`config.mk`:
```
export PLATFORM = sky130hd
export DESIGN_NAME = demux4_buffered
export DESIGN_NICKNAME = d
export VERILOG_FILES = /design/src/rtl/demux4_buffered.sv
export SDC_FILE = /design/constraint.sdc
export NUM_CORES = 1
export LEC_CHECK = 0
export CAP_MARGIN = 20
export CORE_UTILIZATION = 40
export CTS_CLUSTER_DIAMETER = 60
export DETAILED_ROUTE_END_ITERATION = 7
export GPL_TIMING_DRIVEN = 0
export MAX_ROUTING_LAYER = met4
export PLACE_DENSITY = 0.7
export SLEW_MARGIN = 20
export SYNTH_ARGS = -nofsm -noshare
export SYNTH_HDL_FRONTEND = slang
export SYNTH_SLANG_ARGS = --single-unit
```
`constraint.sdc`:
```
create_clock -name clk -period 2.5 [get_ports clk]
set_input_delay 0.25 -clock clk [delete_from_list [all_inputs] [get_ports clk]]
set_output_delay 0.25 -clock clk [all_outputs]
set_load 0.05 [all_outputs]
```
`src/rtl/demux4_buffered.sv`:
```
// demux4_buffered: steers one valid/ready input word per cycle into a
// one-entry holding slot on one of four valid/ready output channels, and
// keeps a saturating per-channel count of the words routed there.

// One output channel: slot valid flag, held word and saturating count.
module demux4_slot #(
  parameter int WIDTH       = 8,
  parameter int COUNT_WIDTH = 8
) (
  input  logic                   clk,
  input  logic                   reset,
  input  logic                   fill_i,     // accepted word is addressed here
  input  logic [WIDTH-1:0]       data_i,
  input  logic                   ready_i,    // consumer takes the word
  output logic                   slot_rdy_o, // slot can take a word this edge
  output logic                   valid_o,
  output logic [WIDTH-1:0]       data_o,
  output logic [COUNT_WIDTH-1:0] count_o
);
  logic                   v_q, v_d;
  logic [WIDTH-1:0]       d_q, d_d;
  logic [COUNT_WIDTH-1:0] c_q, c_d;
  logic                   drain;

  // Next state: a fill wins over a drain so a draining slot can be
  // refilled in the same cycle, giving one word per cycle per channel.
  always_comb begin
    drain = v_q && ready_i;
    v_d   = v_q;
    d_d   = d_q;
    c_d   = c_q;
    if (fill_i) begin
      v_d = 1'b1;
      d_d = data_i;
      if (c_q != {COUNT_WIDTH{1'b1}}) c_d = c_q + 1'b1;
    end else if (drain) begin
      v_d = 1'b0;
    end
  end

  // Slot registers; reset discards any held word.
  always_ff @(posedge clk) begin
    if (reset) begin
      v_q <= 1'b0;
      d_q <= '0;
      c_q <= '0;
    end else begin
      v_q <= v_d;
      d_q <= d_d;
      c_q <= c_d;
    end
  end

  assign slot_rdy_o = !v_q || ready_i;
  assign valid_o    = v_q;
  assign data_o     = d_q;
  assign count_o    = c_q;
endmodule

module demux4_buffered #(
  parameter int WIDTH       = 8,
  parameter int COUNT_WIDTH = 8
) (
  input  logic                   clk,
  input  logic                   reset,
  input  logic [WIDTH-1:0]       in_data,
  input  logic                   address0,
  input  logic                   address1,
  input  logic                   in_valid,
  output logic                   in_ready,
  output logic [WIDTH-1:0]       out_data0,
  output logic [WIDTH-1:0]       out_data1,
  output logic [WIDTH-1:0]       out_data2,
  output logic [WIDTH-1:0]       out_data3,
  output logic                   out_valid0,
  output logic                   out_valid1,
  output logic                   out_valid2,
  output logic                   out_valid3,
  input  logic                   out_ready0,
  input  logic                   out_ready1,
  input  logic                   out_ready2,
  input  logic                   out_ready3,
  output logic [COUNT_WIDTH-1:0] count0,
  output logic [COUNT_WIDTH-1:0] count1,
  output logic [COUNT_WIDTH-1:0] count2,
  output logic [COUNT_WIDTH-1:0] count3
);
  localparam int NUM_LANES = 4;

  logic [1:0]                                sel;
  logic                                      accept;
  logic [NUM_LANES-1:0]                      fill;
  logic [NUM_LANES-1:0]                      slot_rdy;
  logic [NUM_LANES-1:0]                      ordy;
  logic [NUM_LANES-1:0]                      vld;
  logic [NUM_LANES-1:0][WIDTH-1:0]           data;
  logic [NUM_LANES-1:0][COUNT_WIDTH-1:0]     cnt;

  assign ordy = {out_ready3, out_ready2, out_ready1, out_ready0};

  // Input handshake: ready depends only on the addressed slot, never on
  // in_valid, and is held low while reset is asserted.
  always_comb begin
    sel      = {address1, address0};
    in_ready = 1'b0;
    if (!reset) in_ready = slot_rdy[sel];
    accept   = in_valid && in_ready;
    fill     = '0;
    if (accept) fill[sel] = 1'b1;
  end

  genvar g;
  generate
    for (g = 0; g < NUM_LANES; g++) begin : g_lane
      demux4_slot #(
        .WIDTH       (WIDTH),
        .COUNT_WIDTH (COUNT_WIDTH)
      ) u_slot (
        .clk        (clk),
        .reset      (reset),
        .fill_i     (fill[g]),
        .data_i     (in_data),
        .ready_i    (ordy[g]),
        .slot_rdy_o (slot_rdy[g]),
        .valid_o    (vld[g]),
        .data_o     (data[g]),
        .count_o    (cnt[g])
      );
    end
  endgenerate

  assign out_data0  = data[0];
  assign out_data1  = data[1];
  assign out_data2  = data[2];
  assign out_data3  = data[3];
  assign out_valid0 = vld[0];
  assign out_valid1 = vld[1];
  assign out_valid2 = vld[2];
  assign out_valid3 = vld[3];
  assign count0     = cnt[0];
  assign count1     = cnt[1];
  assign count2     = cnt[2];
  assign count3     = cnt[3];
endmodule

```
==> Word-level counts from Yosys, hierarchy flattened <==
Cells that the tools add are included.
{ "totals": {"out_inout_bits": 69, "ff_bits": 68, "inputBits": 17} }
{ "op_classes": {"addsub": 4, "n_eq_ne": 4, "n_mux": 14, "n_reduce_logical": 22, "magnitude_cmp": 2} }
{ "op_table": {"columns": ["cell", "n"], "rows": [
  ["8-bit by 1-bit adder with 8-bit output, second input constant", 4],
  ["8-bit inequality test, second input constant", 4],
  ["1-bit two-way mux", 11],
  ["2-bit AND reduction", 4],
  ["2-bit nonzero test", 4],
  ["1-bit logical AND", 6],
  ["1-bit zero test", 4],
  ["1-bit logical OR", 4],
  ["4-bit two-way mux", 1],
  ["2-bit by 3-bit < comparator with 1-bit output, second input constant", 1],
  ["1-bit binary-select mux with 2-bit select", 1],
  ["1-bit demux with 2-bit select", 1],
  ["2-bit by 1-bit >= comparator with 1-bit output, second input constant", 1]
]} }

==> Depth between registers and ports, before layout <==
{ "logic_depth": {"depth_word": 8, "depth_mapped": 7, "ltp_nobuf": 5} }

==> Modules after synthesis <==
From an unflattened synthesis, not the netlist that was laid out.
{ "hier_totals": {"cells_unflattened": 318, "area_unflattened_um2": 3140.5} }
{ "modules_own_cells": {"columns": ["module", "n_inst", "seq_area_each_um2", "cells_each", "area_each_um2"], "rows": [
  ["demux4_slot", 4, 340.3, 77, 763.2],
  ["demux4_buffered", 1, 0.0, 10, 87.6]
]} }

==> Worst setup path after synthesis <==
Ideal clock, no wire load.
{ "synth_path": {"kind": "register -> output", "startpoint": "reg g_lane[1].u_slot.v_q", "endpoint": "out in_ready", "path_stages_with_launch": 4, "required_time_ns": 2.250, "t_arrival_ns": 1.801, "n_path_buf": 0, "path_slack_ns": 0.449, "path_cell_list": "dfxtp_1 > nor2b_1 > mux4_2 > nor2_1"} }
{ "synth_via": {"elab_chain_cells": 5} }
{ "synth_rtl": {"columns": ["item", "line", "source"], "rows": [
  ["start: declaration", "20", "logic v_q, v_d;"],
  ["start signal: assignment", "48", "v_q <= v_d;"],
  ["1-bit zero test", "54", "assign slot_rdy_o = !v_q || ready_i;"],
  ["1-bit logical OR", "54", null],
  ["1-bit binary-select mux with 2-bit select", "106", "if (!reset) in_ready = slot_rdy[sel];"],
  ["1-bit two-way mux (implied by the code)", "106", null],
  ["1-bit two-way mux", "106", null],
  ["end: declaration", "70", "output logic in_ready,"]
]} }
No other way between the ends. The select of a mux whose other input is x is not followed.

==> Final worst setup path <==
Ends and elaborated chain as after synthesis.

==> results <==
- The flow ran to the end, and the final reports show no timing, DRC or antenna violations.
- Sorting the synthesized cells by area gives the leading types as sky130_fd_sc_hd__dfxtp_1 (47%), sky130_fd_sc_hd__nand2_1 (10%), sky130_fd_sc_hd__a21oi_1 (8.9%).
- From left edge to right edge, the die measures 86.9 um.
- Across the VDD grid, the largest voltage drop is 0.000278 V.
- For this run, the detailed router's first-pass iteration total came to 4.
- The internal power summed over all cells is 1.85 mW.
- For the pin with the worst max-slew slack, the measured transition is 0.607 ns.
- The biggest area contributor in the post-synthesis netlist is sky130_fd_sc_hd__dfxtp_1.
- The analysis attributes to cell leakage a power of 1.30 nW.
- After floorplanning, the core was sized to cover 6870 um^2.
- The synthesized design contains 68 register bits.
- Net switching is 23.6% of the power.
- The flip-flop cell with the highest count after synthesis is sky130_fd_sc_hd__dfxtp_1.
- The number of global-route vias before repair is 2671.
- The number of nets in the synthesized netlist is 370.
- Between clock sinks in the finished design, the worst skew comes to 0.00378 ns.
- The layout-stage area growth over the synthesis result is 41.6%.
- The net total in the final layout is 464.
- The post-synthesis cell type count is 33.
- The CTS tree is done.
- The data required time of the critical path is 2.25 ns.
- The H-tree was split into 3 levels.
- STA classifies the critical path startpoint as a flip-flop.
- The pin count of the biggest net entering global routing is 13.
- The max-cap violation count is 0.
- Clock-pin slew was measured on the worst setup and hold paths at 0.08 ns.
- The floorplan row count is 30.
- The count of cells in the finished layout, fillers not included, comes to 544.
- At the later pin of the worst-skew pair, clock insertion delay measures 0.34 ns.
- The number of antenna diodes in the final layout is 0.
- The share of total power dissipated in sequential elements is 45.6%.
- The area of the multi-input gates is 1400 um^2.
- The top-area cell type share of the netlist area is 47.3%.
- Setup violations remaining at the end of the flow were counted as 0.
- Dividing the detail-routed wire length by the instance count gives 14.7 um.
- For this design the ratio of total power to cell area is 595 nW/um^2.
- After synthesis, flip-flops and latches occupy 47.3% of the total area.
- For this run, the number of Yosys warnings is 0.
- The initial antenna violation count is 0.
- In the final layout, the share of cells above drive strength 1 is 4.91%.
- The library cell used most frequently in the layout, excluding fill and tap cells, is sky130_fd_sc_hd__clkdlybuf4s50_1.
- The mapped netlist covers 2880 um^2.
- The starting density of the core is 41.9%.
- For this block, the initial DRC count from the detailed router was 139.
- The post-place setup slack is 0.0157 ns.
- For this run, the total global-route usage over all layers was measured as 22.7%.
- Leaving out fill and tap cells, the most frequent cells in the layout are sky130_fd_sc_hd__clkdlybuf4s50_1 (82), sky130_fd_sc_hd__nand2_1 (79), sky130_fd_sc_hd__dfxtp_1 (68).
- The clock root buffer is sky130_fd_sc_hd__clkbuf_8.
- Setup repair after global routing left no endpoint under its margin.
- In this run, synthesis inferred 0 flip-flops with an integrated enable.
- The clock drives 68 sinks.
- The global-route wire length before repair is 12.7 mm.
- The count of vias placed by the detailed router is 2930.
- The post-detailed-placement half-perimeter wirelength is 5.71 mm.
- Each instance of the synthesized netlist takes up on average 8.25 um^2.
- The final critical-path required period is 2.29 ns.
- The total count of max-transition violations in the final report came to 0.
- The detail route stage leaves a number of antenna-violating nets equal to 0.
- The kind of capture point of the worst setup path is an output pin.
- The worst pin sits at a relative slew slack of 59.0%.
- The final count of hold timing violations is 0.
- The highest clock rate is 0.437 GHz.
- In the final timing run, aggregate negative setup slack is 0 ns.
- The deepest clock path buffer count is 2.
- The floorplan step set the die height to 86.9 um.
- The number of ports placed on the die boundary is 86.
- Summing internal, switching and leakage power gives 2.43 mW.
- The number of port buffers is 83.
- Of all nets on the critical path, the largest fanout is 5.
- The worst path uses 91.5% of the clock period.
- Hold repair after CTS inserted 0 buffers.
- The via density per instance is 5.39.
- The number of filler cells placed in the layout is 658.
- The number of instances in the synthesized netlist is 349.
- Combinational cells account for 8.1% of the total power.
- The final worst slack is 0.212 ns.
- Per report_power, the clock group accounts for 46.4% of the total.
- The die area is 7540 um^2.
- The category of the most critical setup path is flip-flop to output pin.
- For this run the aggregate overflow at the end of global routing stands at 0.
- The CTS buffer count is 9.
- For this block, the routed nets add up to 8.02 mm of wire.
- At the worst endpoint, the arrival time is 2.04 ns.
- The tightest min-delay check is of the input pin to flip-flop type.
- The post-synthesis async set-or-reset flop share is 0%.
- Routability-driven placement finished with a final weighted congestion of 0.856.
- Summing all flip-flop and latch instances after layout gives 1360 um^2.
- The number of remaining DRC errors is 0.
- In this run the power spent charging and discharging nets is 0.574 mW.
- Once placement completed, the tool counted placed cells totaling 528.
==> logic make-up after synthesis <==
group | Yosys count | synth area share, %
buf+inv | 28 | 4.17
simple gates | 155 | 26.2
flops | 68 | 47.3
fa+ha+maj | 4 | 1.74
mux | 3 | 1.48
compound gates | 91 | 19.1
==> layer usage <==
metal	vias to the layer above	GRT usage, %	wire length (um)
li1	1439	-	-
met1	1393	28.7	3640
met2	87	35.9	3740
met3	11	4.55	511
met4	0	8.33	127
met5	-	-	0
==> state kept, by name (all words and copies together), names as in the netlist <==
register,cells
g_lane.u_slot.count_o,32
g_lane.u_slot.data_o,32
g_lane.u_slot.valid_o,4
==> cell usage after synthesis (2+ instances only) <==
cell type / instances
sky130_fd_sc_hd__a311oi_1: 2
sky130_fd_sc_hd__and4_1: 2
sky130_fd_sc_hd__o31ai_1: 14
sky130_fd_sc_hd__nor3b_1: 2
sky130_fd_sc_hd__nor2_1: 15
sky130_fd_sc_hd__nor3_1: 5
sky130_fd_sc_hd__a211oi_1: 2
sky130_fd_sc_hd__nand2_1: 79
sky130_fd_sc_hd__a21oi_1: 51
sky130_fd_sc_hd__nand3b_1: 4
sky130_fd_sc_hd__o311ai_0: 9
sky130_fd_sc_hd__nor4_1: 3
sky130_fd_sc_hd__buf_6: 2
sky130_fd_sc_hd__clkbuf_1: 22
sky130_fd_sc_hd__dfxtp_1: 68
sky130_fd_sc_hd__nand3_1: 14
sky130_fd_sc_hd__inv_1: 4
sky130_fd_sc_hd__or4_1: 10
sky130_fd_sc_hd__or3_1: 6
sky130_fd_sc_hd__o21ai_0: 9
sky130_fd_sc_hd__and3_1: 3
sky130_fd_sc_hd__o41ai_1: 3
sky130_fd_sc_hd__mux2i_1: 2
sky130_fd_sc_hd__ha_1: 4
sky130_fd_sc_hd__nor2b_1: 6
==> worst paths after layout <==
kind,start,to,slack [ns],cells past startpoint
hold reg to reg,g_lane[1].u_slot.data_o[6]$_SDFFE_PP0P_,g_lane[1].u_slot.data_o[6]$_SDFFE_PP0P_,0.45,2
setup / recovery,g_lane[1].u_slot.valid_o$_SDFFE_PP0P_,in_ready,0.21,4
hold / removal,reset,g_lane[1].u_slot.count_o[5]$_SDFFE_PP0P_,0.22,3
setup reg to reg,g_lane[0].u_slot.valid_o$_SDFFE_PP0P_,g_lane[0].u_slot.data_o[7]$_SDFFE_PP0P_,0.44,6
==> power groups by stage <==
stage	Sequential, mW	Clock (mW)	Combinational [mW]
6_report	1.11	1.13	0.196
5_1_grt	1.11	1.20	0.207
4_1_cts	1.11	1.13	0.196
3_5_place_dp	1.13	0	0.196
3_3_place_gp	1.13	0	0.194
2_1_floorplan	1.18	0	0.0605
==> metrics by stage <==
step | util, % | hold WS [ns] | cell area [um^2]
2_1_floorplan | - | 0.386 | 2880
3_3_place_gp | 55.8 | 0.441 | 3830
3_5_place_dp | 55.8 | 0.447 | 3830
4_1_cts | 59.4 | 0.224 | 4080
5_1_grt | 59.4 | 0.263 | 4080
6_report | 59.4 | 0.223 | 4080
==> critical path: stages (launching register included) <==
cell and delay, ns:
sky130_fd_sc_hd__dfxtp_1 0.33, sky130_fd_sc_hd__nor2b_1 0.19, sky130_fd_sc_hd__mux4_2 0.47, sky130_fd_sc_hd__nor2_1 0.16
sky130_fd_sc_hd__dlygate4sd2_1 0.55
==> area by class of cell <==
type,count,share of cell area [%]
Buffer,24,2.58
Multi-Input combinational cell,253,34.3
Clock inverter,6,2.73
Clock buffer,10,3.37
Timing Repair Buffer,83,20.3
Sequential cell,68,33.4
Inverter,4,0.368
Tap cell,96,2.94
==> timing repair <==
| item | 4_1_cts | 5_1_grt |
|---|---|---|
| endpoints found under the setup margin | 1 | 0 |
| buffers inserted | 0 | 0 |
| gates resized for setup | 1 | 0 |
(Power assumes the default switching activity.)
==> patch 1, RTL diff (same flow settings) <==
`COUNT_WIDTH` is set to 8 in 2 places; all go to 7.
--- a/src/rtl/demux4_buffered.sv
+++ b/src/rtl/demux4_buffered.sv
@@ -5,7 +5,7 @@
 // One output channel: slot valid flag, held word and saturating count.
 module demux4_slot #(
   parameter int WIDTH       = 8,
-  parameter int COUNT_WIDTH = 8
+  parameter int COUNT_WIDTH = 7
 ) (
   input  logic                   clk,
   input  logic                   reset,
@@ -59,7 +59,7 @@
 
 module demux4_buffered #(
   parameter int WIDTH       = 8,
-  parameter int COUNT_WIDTH = 8
+  parameter int COUNT_WIDTH = 7
 ) (
   input  logic                   clk,
   input  logic                   reset,
Interface: changed (resized count0, count1, count2 and count3); port bits go from 86 to 82. The function was not compared with the original's and may differ.
==> patch 1 against the original RTL <==
- worst setup slack lost 0.018 ns
- sequential cell count shrank 4
- final area shrank 9.2%
- via count shrank 14%
- sequential share of layout area grew 1.2 points
- area after synthesis shrank 8.5%
- first-iteration DRC count shrank 23%
- total power shrank 15%
- routed wire length shrank 13%
- critical path type is now input pin to output pin
==> patch 1: results (changes against the original RTL) <==
Min path
  – WHS Endpoint: g_lane[0].u_slot.count_o[5] (was g_lane[1].u_slot.count_o[5])
  – Source of the worst hold timing path: reset (unchanged)
  – Hold depth: 4 (was 3)
  – HP Class: input pin to flop (unchanged)

Finish
  – N_diodes: 0 (unchanged)
  – Nets: 415 (was 464)
  – Share of cells above drive strength 1: 0.0576 (was 0.0491)
  – Max reg flops: 32

Timing
  – Worst slew pin tran: 0.549 ns (was 0.607 ns)
  – Clk_skew: 0.00905 ns (was 0.00378 ns)

Global routing
  – First-pass GRT wire length: 11100 um (was 12700 um)
  – Initial antenna violation count: 0 (unchanged)
  – Vias in the first global route: 2297 (was 2671)
  – Total GRT Usage: 0.212 (was 0.227)
  – Largest net degree at the start of global routing: 12 (was 13)

Clock network
  – Longest Clk Path Bufs: 2 (unchanged)
  – Worst-skew pair later-pin latency: 0.34 ns (about the same)
  – Total clock buffers created by CTS: 9 (unchanged)
  – Root Driver: clkbuf_8 (unchanged)
  – Clock-pin slew on the worst setup and hold paths: 0.07 ns
  – Max H-tree Level: 3 (unchanged)

Critical path
  – FF-to-FF Start: g_lane[0].u_slot.count_o[0] (was g_lane[0].u_slot.valid_o)
  – RR Endpoint: g_lane[0].u_slot.count_o[5] (was g_lane[0].u_slot.data_o[7])
  – R2R depth: 5 (was 6)
  – CP Data Arrival Time: 2.06 ns (was 2.04 ns)
  – Crit-path max FO: 7 (was 5)
  – R2R setup slack: 0.68 ns (was 0.44 ns)
  – CP max stage delay: 0.63 ns (was 0.55 ns)
  – Slowest CP cell: clkdlybuf4s50_1 (was dlygate4sd2_1)

Detailed routing
  – Iteration-0 DRC Markers: 107 (was 139)
  – Vias/cell: 5.28 (was 5.39)
  – Vias: 2512 (was 2930)
  – Pre-antenna DRT Iters: 4 (unchanged)
  – Drt wl/cell: 14.6 um (was 14.7 um)
  – Antenna Nets Post-Route: 0 (unchanged)

Logic synthesis
  – Async S/R FF share, synth: 0 (unchanged)
  – Register area share after synthesis: 0.486 (was 0.473)
  – Count of cell types in the netlist: 38 (was 33)
  – Main area contributors after synthesis: dfxtp_1 49%, nand2_1 8.3%, a21oi_1 8.0% (was dfxtp_1 47%, nand2_1 10%, a21oi_1 8.9%)
  – YS warnings: 0 (unchanged)
  – Synth top cells by count: 64 x dfxtp_1, 58 x nand2_1, 42 x a21oi_1, 22 x nor2_1, 15 x clkbuf_1 (was 79 x nand2_1, 68 x dfxtp_1, 51 x a21oi_1, 22 x clkbuf_1, 15 x nor2_1)
  – Syn nets: 325 (was 370)
  – Cells after Synth: 304 (was 349)

Placement
  – Hpwl dp: 4910 um (was 5710 um)
  – Area post-placement: 3520 um^2 (was 3830 um^2)
  – Placed Cells: 460 (was 528)
  – Port buffer count: 79 (was 83)
  – Post-place setup slack: -0.0897 ns (was 0.0157 ns)
  – GPL Wtd Cong: 0.855 (was 0.856)

Pwr
  – Worst VDD drop: 0.355 mV (was 0.278 mV)
  – Leak: 1.30 nW (about the same)

Outcome
  – Status: finished, final reports clean (unchanged)
## patch 1: how the worst max path moves through the flow
stage	start	to	slack (ns)	cells after the start
6_report	address0	in_ready	0.19	5
5_1_grt	address0	in_ready	0.11	5
4_1_cts	address0	in_ready	0.18	5
3_5_place_dp	address0	in_ready	-0.09	5
3_3_place_gp	address0	in_ready	-0.1	5
2_1_floorplan	g_lane[0].u_slot.valid_o	in_ready	0.34	4
## patch 1: logic make-up after synthesis
| kind of cell | share of synthesized area |
|---|---|
| XOR/XNOR | 0.00332 |
| flip-flops | 0.486 |
| multiplexers | 0.0461 |
| AND/OR/NAND/NOR | 0.246 |
| buffers and inverters | 0.0380 |
| AO/OA/AOI/OAI | 0.161 |
| adder cells (fa/ha/maj) | 0.0190 |
## patch 1: routing by layer
layer  up-vias  GRT usage  share of wire
met5         -          -              0
met4         0     0.0846          0.016
met3        10     0.0646          0.071
met2        78      0.327           0.46
met1      1158      0.259           0.45
li1       1266          -              -
## patch 1: worst max-delay path: cells and delay by family
| family | cells | cell delay (ns) |
|---|---|---|
| and+or+nand+nor | 1 | 0.22 |
| AOI/OAI and AO/OA | 2 | 0.39 |
| buffers and inverters | 2 | 1.18 |
## patch 1: cell type report
class	count	area (um^2)
buffer	19	85.1
clock buffer	12	155
clock inverter	4	28.8
fill	599	2650
inverter	4	15.0
multi-input combinational	217	1250
sequential	64	1280
tap	77	96.3
timing repair buffer	79	790
## patch 1: what timing repair did
| item | 4_1_cts | 5_1_grt |
|---|---|---|
| buffers inserted | 0 | 0 |
| setup endpoints to repair | 1 | 0 |
| gates resized for setup | 1 | 0 |
## patch 1: where the power goes
part	internal, W	total [W]	leakage (nW)	switching, W
sequential	0.00103	0.00104	0.517	0.0000101
combinational	0.0000700	0.000197	0.692	0.000127
clock	0.000414	0.000815	0.0886	0.000401
## patch 1: through the flow
stage,TNS [ns],util,hold slack (ns)
CTS,0,0.583,0.333
floorplan,0,-,0.386
global placement,-0.0953,0.555,0.441
global route,0,0.583,0.377
detailed placement,-0.0897,0.555,0.450
finish,0,0.583,0.342
==> patch 2, RTL diff (same settings) <==
Made on the original files. Put a register stage on the outputs `count0`, `count1`, `count2` and `count3`. The values now appear one clock later. The other outputs are not delayed to match.
--- a/src/rtl/demux4_buffered.sv
+++ b/src/rtl/demux4_buffered.sv
@@ -137,9 +137,11 @@
   assign out_valid1 = vld[1];
   assign out_valid2 = vld[2];
   assign out_valid3 = vld[3];
-  assign count0     = cnt[0];
-  assign count1     = cnt[1];
-  assign count2     = cnt[2];
-  assign count3     = cnt[3];
+  always_ff @(posedge clk) begin
+    count0 <= cnt[0];
+    count1 <= cnt[1];
+    count2 <= cnt[2];
+    count3 <= cnt[3];
+  end
 endmodule
 
Function: changed (Yosys sat finds a counterexample within 4 cycles, from zero or initial values and one cycle with reset high).
==> patch 2 against the original RTL <==
- combinational power increased by 11%
- worst setup slack improved by 0.019 ns
- worst hold slack improved by 0.12 ns
- total power increased by 18%
- count of clock-buffer cells in the layout unchanged
- sequential cell count increased by 32
- critical path depth increased by 1
- routed wire length increased by 3.3%
- area after synthesis increased by 23%
- sequential power increased by 46%
- via count increased by 0.68%
- final area increased by 15%
- critical endpoint unchanged
- largest power group is now sequential cells
==> patch 2: results (changes against the original RTL) <==
Outcome
  – Status: finished, final reports clean (unchanged)

Detailed routing
  – Met2 wire len: 3670 um (was 3740 um)
  – Routed wire length: 8280 um (was 8020 um)
  – Met3 WL: 767 um (was 511 um)
  – Vias/cell: 5.32 (was 5.39)

Global routing
  – First-pass GRT wire length: 13200 um (was 12700 um)
  – Largest net degree at the start of global routing: 17 (was 13)
  – Total GRT Usage: 0.195 (was 0.227)
  – GR met3 Demand/Resource: 0.0798 (was 0.0455)

Placement
  – Post-place setup slack: -0.270 ns (was 0.0157 ns)
  – Port buffer count: 84 (was 83)

Finish
  – #MultiIn Comb: 228 (was 253)
  – Share of cells above drive strength 1: 0.0667 (was 0.0491)
  – Nets: 466 (was 464)
  – Signal buffers: 99 (was 107)

Clock network
  – Clock Sink Count: 100 (was 68)
  – PostCTS Resize Cnt: 2 (was 1)

Pwr
  – Worst VDD drop: 0.338 mV (was 0.278 mV)
  – Leak: 1.66 nW (was 1.30 nW)

Logic synthesis
  – Synth top cells by count: 100 x dfxtp_1, 34 x nor2_1, 28 x nand2_1, 27 x a21oi_1, 25 x mux2i_1 (was 79 x nand2_1, 68 x dfxtp_1, 51 x a21oi_1, 22 x clkbuf_1, 15 x nor2_1)
  – Syn nets: 371 (was 370)
  – Count of cell types in the netlist: 44 (was 33)
  – Main area contributors after synthesis: dfxtp_1 57%, mux2i_1 7.1%, a21oi_1 3.8% (was dfxtp_1 47%, nand2_1 10%, a21oi_1 8.9%)
  – Xor/xnor share of the synthesized area: 0.00495 (was 0)
  – Register area share after synthesis: 0.566 (was 0.473)

Timing
  – WHS: 0.348 ns (was 0.223 ns)
  – Worst slew pin tran: 0.863 ns (was 0.607 ns)
  – Final worst slack: 0.231 ns (was 0.212 ns)

Critical path
  – CP max stage delay: 0.52 ns (was 0.55 ns)
  – R2R setup slack: 0.63 ns (was 0.44 ns)
  – Crit-path max FO: 10 (was 5)
[patch 2: cell types whose count changed after synthesis, moves of 4 or more]
cell,delta
nand2_1,-51
dfxtp_1,+32
a21oi_1,-24
mux2i_1,+23
nor2_1,+19
clkbuf_1,-12
o31ai_1,-6
or4_1,-5
a31oi_1,+4
[patch 2: metrics by stage]
stage               instance area, um^2  total power, W  setup TNS [ns]   util
finish                             4710         0.00287               0  0.562
floorplan                          3540         0.00178               0      -
CTS                                4710         0.00290               0  0.562
detailed placement                 4510         0.00188          -0.270  0.538
global route                       4710         0.00298               0  0.562
global placement                   4510         0.00187          -0.214  0.538
[patch 2: path summary, 6_finish.rpt]
| check | startpoint | endpoint |
|---|---|---|
| setup / recovery | reset | in_ready |
| hold / removal | address1 | g_lane[3].u_slot.valid_o |
| setup reg to reg | g_lane[1].u_slot.count_o[0] | g_lane[1].u_slot.count_o[4] |
| hold reg to reg | g_lane[0].u_slot.count_o[5] | count0[5] |
